`config.mk`:
```
export PLATFORM = sky130hd
export DESIGN_NAME = mul_err_sweep_ctrl
export DESIGN_NICKNAME = d
export VERILOG_FILES = /design/src/rtl/mul_err_sweep_ctrl.sv
export SDC_FILE = /design/constraint.sdc
export NUM_CORES = 1
export LEC_CHECK = 0
export CORE_MARGIN = 2
export CORE_UTILIZATION = 60
export DETAILED_ROUTE_END_ITERATION = 7
export GPL_ROUTABILITY_DRIVEN = 0
export GPL_TIMING_DRIVEN = 0
export PLACE_DENSITY = 0.92
export SYNTH_ARGS = -nofsm -noshare
export SYNTH_HDL_FRONTEND = slang
export SYNTH_SLANG_ARGS = --single-unit
```
`constraint.sdc`:
```
create_clock -name clk -period 26.7 [get_ports clk]
set_input_delay 6.675 -clock clk [delete_from_list [all_inputs] [get_ports clk]]
set_output_delay 6.675 -clock clk [all_outputs]
set_load 0.01 [all_outputs]
```
`src/rtl/mul_err_sweep_ctrl.sv`:
```
`default_nettype none
// ============================================================================
//  Module   : mul_err_sweep_ctrl
//  Purpose  : Error-characterisation sweep controller for a 16x16 multiplier
//             under test. A 32-bit Galois LFSR supplies operand pairs. For
//             each pair the controller drives the operands, waits SETTLE
//             cycles, then compares the returned product with the exact
//             product and accumulates error metrics.
//  Revision : 1.0  initial release
// ----------------------------------------------------------------------------
//  Parameters
//    SETTLE       cycles allowed for mul_p to settle (1..1023)
//  Ports
//    clk          sole clock, rising edge
//    rst          synchronous active-high reset
//    start        single-cycle sweep request (accepted only in IDLE)
//    num_samples  number of operand pairs, sampled on accepted start
//    seed         LFSR seed, sampled on accepted start (0 loads as 1)
//    mul_a/mul_b  operands to the multiplier under test (registered)
//    mul_p        product returned by the multiplier under test
//    busy         high while a sweep is in progress
//    done         one-cycle pulse at sweep end
//    err_count    number of samples with mul_p != exact product
//    sum_abs_ed   sum of |exact - mul_p|
//    max_abs_ed   largest |exact - mul_p|
//  Configuration macro
//    MUL_ERR_MAX_TRACK_EN  defined   : max_abs_ed tracks the running maximum
//                          undefined : max tracker omitted, max_abs_ed = 0
// ============================================================================
module mul_err_sweep_ctrl #(
  parameter int unsigned SETTLE = 78
) (
  input  logic        clk,
  input  logic        rst,
  input  logic        start,
  input  logic [31:0] num_samples,
  input  logic [31:0] seed,
  output logic [15:0] mul_a,
  output logic [15:0] mul_b,
  input  logic [31:0] mul_p,
  output logic        busy,
  output logic        done,
  output logic [31:0] err_count,
  output logic [63:0] sum_abs_ed,
  output logic [31:0] max_abs_ed
);

  // Galois LFSR taps for x^32 + x^22 + x^2 + x + 1
  localparam logic [31:0] C_LFSR_MASK = 32'h8020_0003;
  localparam logic [31:0] C_LFSR_INIT = 32'h0000_0001;
  localparam int unsigned C_CNT_W     = 10;
  localparam logic [C_CNT_W-1:0] C_CNT_LAST = C_CNT_W'(SETTLE - 1);

  typedef enum logic [2:0] {
    ST_IDLE   = 3'd0,
    ST_LOAD   = 3'd1,
    ST_SETTLE = 3'd2,
    ST_CHECK  = 3'd3,
    ST_DONE   = 3'd4
  } state_t;

  state_t              state_q;
  logic [31:0]         n_q;
  logic [31:0]         idx_q;
  logic [31:0]         lfsr_q;
  logic [C_CNT_W-1:0]  cnt_q;
  logic [15:0]         mul_a_q;
  logic [15:0]         mul_b_q;
  logic                busy_q;
  logic                done_q;
  logic [31:0]         err_q;
  logic [63:0]         sum_q;

  // Combinational helpers used by the CHECK step
  logic [31:0] exact_d;
  logic [31:0] abs_diff_d;
  logic [31:0] lfsr_d;
  logic [31:0] idx_d;

  always_comb begin
    exact_d    = {16'd0, mul_a_q} * {16'd0, mul_b_q};
    abs_diff_d = (exact_d >= mul_p) ? (exact_d - mul_p) : (mul_p - exact_d);
    // Right-shifting Galois step: feed back the shifted-out bit via the mask
    lfsr_d     = lfsr_q[0] ? ((lfsr_q >> 1) ^ C_LFSR_MASK) : (lfsr_q >> 1);
    idx_d      = idx_q + 32'd1;
  end

  // --------------------------------------------------------------------------
  // Sweep FSM with registered outputs
  // --------------------------------------------------------------------------
  always_ff @(posedge clk) begin
    if (rst) begin
      state_q <= ST_IDLE;
      n_q     <= '0;
      idx_q   <= '0;
      lfsr_q  <= C_LFSR_INIT;
      cnt_q   <= '0;
      mul_a_q <= '0;
      mul_b_q <= '0;
      busy_q  <= 1'b0;
      done_q  <= 1'b0;
      err_q   <= '0;
      sum_q   <= '0;
    end else begin
      case (state_q)
        ST_IDLE: begin
          busy_q <= 1'b0;
          done_q <= 1'b0;
          if (start) begin
            n_q    <= num_samples;
            lfsr_q <= (seed == 32'd0) ? C_LFSR_INIT : seed;
            idx_q  <= '0;
            err_q  <= '0;
            sum_q  <= '0;
            if (num_samples == 32'd0) begin
              // Empty sweep: go straight to the done pulse, never busy
              state_q <= ST_DONE;
              done_q  <= 1'b1;
            end else begin
              state_q <= ST_LOAD;
              busy_q  <= 1'b1;
            end
          end
        end

        ST_LOAD: begin
          mul_a_q <= lfsr_q[31:16];
          mul_b_q <= lfsr_q[15:0];
          cnt_q   <= '0;
          state_q <= ST_SETTLE;
        end

        ST_SETTLE: begin
          // Counter runs 0..SETTLE-1, giving exactly SETTLE cycles here
          if (cnt_q == C_CNT_LAST) begin
            state_q <= ST_CHECK;
          end else begin
            cnt_q <= cnt_q + 1'b1;
          end
        end

        ST_CHECK: begin
          if (exact_d != mul_p) begin
            err_q <= err_q + 32'd1;
          end
          sum_q  <= sum_q + {32'd0, abs_diff_d};
          lfsr_q <= lfsr_d;
          idx_q  <= idx_d;
          if (idx_d == n_q) begin
            state_q <= ST_DONE;
            busy_q  <= 1'b0;
            done_q  <= 1'b1;
          end else begin
            state_q <= ST_LOAD;
          end
        end

        ST_DONE: begin
          done_q  <= 1'b0;
          busy_q  <= 1'b0;
          state_q <= ST_IDLE;
        end

        default: begin
          state_q <= ST_IDLE;
          busy_q  <= 1'b0;
          done_q  <= 1'b0;
        end
      endcase
    end
  end

  // --------------------------------------------------------------------------
  // Optional running-maximum tracker
  // --------------------------------------------------------------------------
`ifdef MUL_ERR_MAX_TRACK_EN
  logic [31:0] max_q;

  always_ff @(posedge clk) begin
    if (rst) begin
      max_q <= '0;
    end else if ((state_q == ST_IDLE) && start) begin
      max_q <= '0;
    end else if ((state_q == ST_CHECK) && (abs_diff_d > max_q)) begin
      max_q <= abs_diff_d;
    end
  end

  assign max_abs_ed = max_q;
`else
  assign max_abs_ed = 32'd0;
`endif

  assign mul_a      = mul_a_q;
  assign mul_b      = mul_b_q;
  assign busy       = busy_q;
  assign done       = done_q;
  assign err_count  = err_q;
  assign sum_abs_ed = sum_q;

endmodule
`default_nettype wire

```
==> results_dict.tcl <==
set metrics [dict create \
    crit_type "reg -> reg" \
    firstDrtPassIters 8 \
    cpPeakStageDelay_ns 0.72 \
    tightest_slew_ns 1.100 \
    synth_top_area_share_pct 19.02 \
    ctsHoldBuffers 0 \
    synthTopCellsByArea "dfxtp_1 (19%), fa_1 (16%), ha_1 (10%), nand2_1 (6.7%), a21oi_1 (5.4%)" \
    clkSlewWorstSetupHoldPaths_ns 0.07 \
    worst_path_max_delay_cell "dfxtp_1" \
    synthCells 3158 \
    hold_path.class "reg -> reg" \
    io_pins 261 \
    slew_headroom_pct 26.38 \
    cp_data_required_time_ns 27.13 \
    swShare_pct 32.78 \
    antenna_found_initial 4 \
    status "finished with violations" \
    combPwrFrac_pct 24.0 \
    clock-sinks 239 \
    synthDistinctLibCells 103 \
    cts_resized 0 \
    setup_tns_ns 0 \
    fp.dieH_microns 208.7 \
    fin_nets 3950 \
    rows 75 \
    via_per_inst 6.160 \
    async_flop_share_pct 0 \
    fin_crit_ns 13.10 \
    power_frac_seq_pct 39.2 \
    most-common-layout-cells "nand2_1 (449), inv_1 (337), a21oi_1 (270), dfxtp_1 (239), clkdlybuf4s50_1 (227)" \
    final_max_slew_viol_count 0 \
    grt_pass1_vias 23770 \
    layout_commonest_cell "nand2_1" \
    grt_max_degree 14 \
    worstPathMaxFanout 10 \
    worstPathArrival_ns 13.53 \
    grt_pass1_wl_mm 121.7 \
    worstReg2RegEnd "sum_abs_ed[48]" \
    ys_warn_count 0 \
    dp_hpwl_mm 59.66 \
    powerDensity_mw_per_mm2 34.42 \
    fmax_ghz 0.07631 \
    syn_area_sq_mm 0.02515 \
    rsz0062_at_grt "false" \
    routed_wl_mm 76.69 \
    ys.flop_type "dfxtp_1" \
    violations "design-rule violations" \
    peakVddDrop_mv 0.04363 \
    whs_ns 0.4691 \
    synth_edf_count 0 \
    cts_root_buf "clkbuf_16" \
    endpoint_kind "flip-flop" \
    overflow 0 \
    worstRegToRegCells 45 \
    cts_tree "built" \
    cts_made_buffers 26 \
    hold_viol_final 0 \
    drc 1 \
    dpl.cell_count 3955 \
    track_usage_pct 34.44 \
    drive_gt1_share_pct 5.515 \
    insertion_delay_ns 0.56 \
    dieArea_sq_mm 0.04357 \
    min_to "n_q[3]" \
    crit_top_cell "fa_1" \
    timing.final.crit_share_pct 49.08 \
    cts.htree.levels 1 \
    core_sq_mm 0.04167 \
    synth_seq_cells 239 \
    p_sw_w 0.0003283 \
    drt-initial-drc-count 2813 \
    p_leak_nw 12.55 \
    internal-power_w 0.0006733 \
    initial_core_util_pct 60.37 \
    area_delta_synth_final_pct 15.70 \
    die_w_microns 208.7 \
    clock_power_share_pct 36.8 \
    maxCapViolations 0 \
    finalClockSkew_ns 0.02358 \
    start_kind "flip-flop" \
    finalNonFillerCells 4003 \
    min_from "n_q[3]" \
    drtAntennaViolNets 0 \
    r2r-start "mul_a[7]" \
    setup_viol 0 \
    yosysTopAreaCell "dfxtp_1" \
    vias 24660 \
    synth_seq_area_share_pct 19.02 \
    postCtsSetupBuffers 0 \
    port_buffers 227 \
    whs_path_depth 2 \
    ff2ff_setup_slack_ns 13.60 \
    routedWlPerCell_microns 19.16 \
    synth_area_per_cell_sq_um 7.964 \
    clock_path_buffers 3 \
]
## per-stage QoR
step | power (W) | worst slack [ns] | instance area [sq um] | utilization (%)
after global placement | 0.0006229 | 13.69 | 28210 | 67.72
after floorplan | 0.0005426 | 15.11 | 25270 | -
after global routing | 0.001037 | 13.04 | 29100 | 69.83
final | 0.001002 | 13.60 | 29100 | 69.84
after detailed placement | 0.0006296 | 13.59 | 28210 | 67.72
after CTS | 0.0009943 | 13.98 | 29100 | 69.83
## synthesized netlist by cell type (all sizes together), types with 4 or more instances
master	number
a21o	47
o211ai	27
a31oi	11
dfxtp	239
nor2	187
nor4	38
ha	210
a22oi	59
o31ai	13
mux2	16
xor2	72
a311oi	11
a211oi	19
nand3	48
xnor2	88
o21bai	19
or2	12
buf	76
and2	129
nor3	52
clkbuf	129
mux2i	21
nor4b	7
or3	26
nand2b	18
o21ai	109
o21a	20
inv	337
and4	11
o221ai	5
nor2b	13
a221oi	4
a21oi	272
o41ai	13
nand4	40
nor3b	18
fa	197
o31a	4
nand3b	9
or4	10
and3	25
o2111ai	8
nand2	449
## worst max-delay path, delay by kind of cell, from the launching register on
family | cells | cell delay, ns
AOI/OAI and AO/OA | 10 | 2.39
xor gates and xnor gates | 2 | 0.36
adders and majority gates | 9 | 4.12
buffers and inverters | 10 | 2.20
DFF | 1 | 0.72
muxes | 2 | 0.56
and+or+nand+nor | 12 | 2.64
## worst max path at each step
stage | from | to | slack (ns) | cells past startpoint
6_report | mul_a[7] | sum_abs_ed[48] | 13.60 | 45
5_1_grt | mul_a[8] | sum_abs_ed[41] | 13.04 | 43
4_1_cts | mul_a[8] | sum_abs_ed[48] | 13.98 | 45
3_5_place_dp | mul_p[15] | sum_abs_ed[48] | 13.59 | 25
3_3_place_gp | mul_p[15] | sum_abs_ed[40] | 13.69 | 25
2_1_floorplan | mul_p[0] | sum_abs_ed[40] | 15.11 | 23
## sequential cells by signal, indices dropped and copies added (netlist names), 3 cells and up
name / cells
n_q: 32
cnt_q: 10
mul_b: 16
idx_q: 32
err_count: 32
state_q: 3
mul_a: 16
sum_abs_ed: 64
lfsr_q: 32
## layer usage
| metal | share of wire (%) | up-vias | wire length (microns) | global-route usage [%] |
|---|---|---|---|---|
| met5 | 0.044 | - | 34 | 0 |
| met4 | 6.4 | 4 | 4896 | 19.31 |
| met3 | 11 | 368 | 8059 | 6.988 |
| met2 | 45 | 1438 | 34680 | 55.41 |
| met1 | 38 | 11700 | 29020 | 43.38 |
| li1 | - | 11150 | - | - |
## cell families after synthesis
family / Yosys count / share of synthesized area (%)
simple gates: 1101 / 21.74
flops: 239 / 19.02
other cells: 1 / 0.01491
compound gates: 671 / 17.03
fa+ha+maj: 407 / 26.13
mux: 37 / 1.627
buf+inv: 542 / 8.860
xor+xnor: 160 / 5.572
## power groups by stage
stage	clock, W	sequential [W]	combinational [W]
floorplan	0	0.000391	0.000151
global placement	0	0.000398	0.000225
detailed placement	0	0.000399	0.000231
CTS	0.000370	0.000391	0.000233
global route	0.000385	0.000393	0.000259
finish	0.000369	0.000392	0.000240
## final cells by class
type / count / area, sq um
Antenna cell: 1 / 2.502
Timing Repair Buffer: 227 / 2272
Clock inverter: 11 / 103.9
Fill cell: 3198 / 12570
Clock buffer: 36 / 778.2
Multi-Input combinational cell: 2408 / 18260
Sequential cell: 239 / 4785
Buffer: 205 / 963.4
Inverter: 337 / 1265
Tap cell: 539 / 674.4
(Power assumes the default switching activity.)
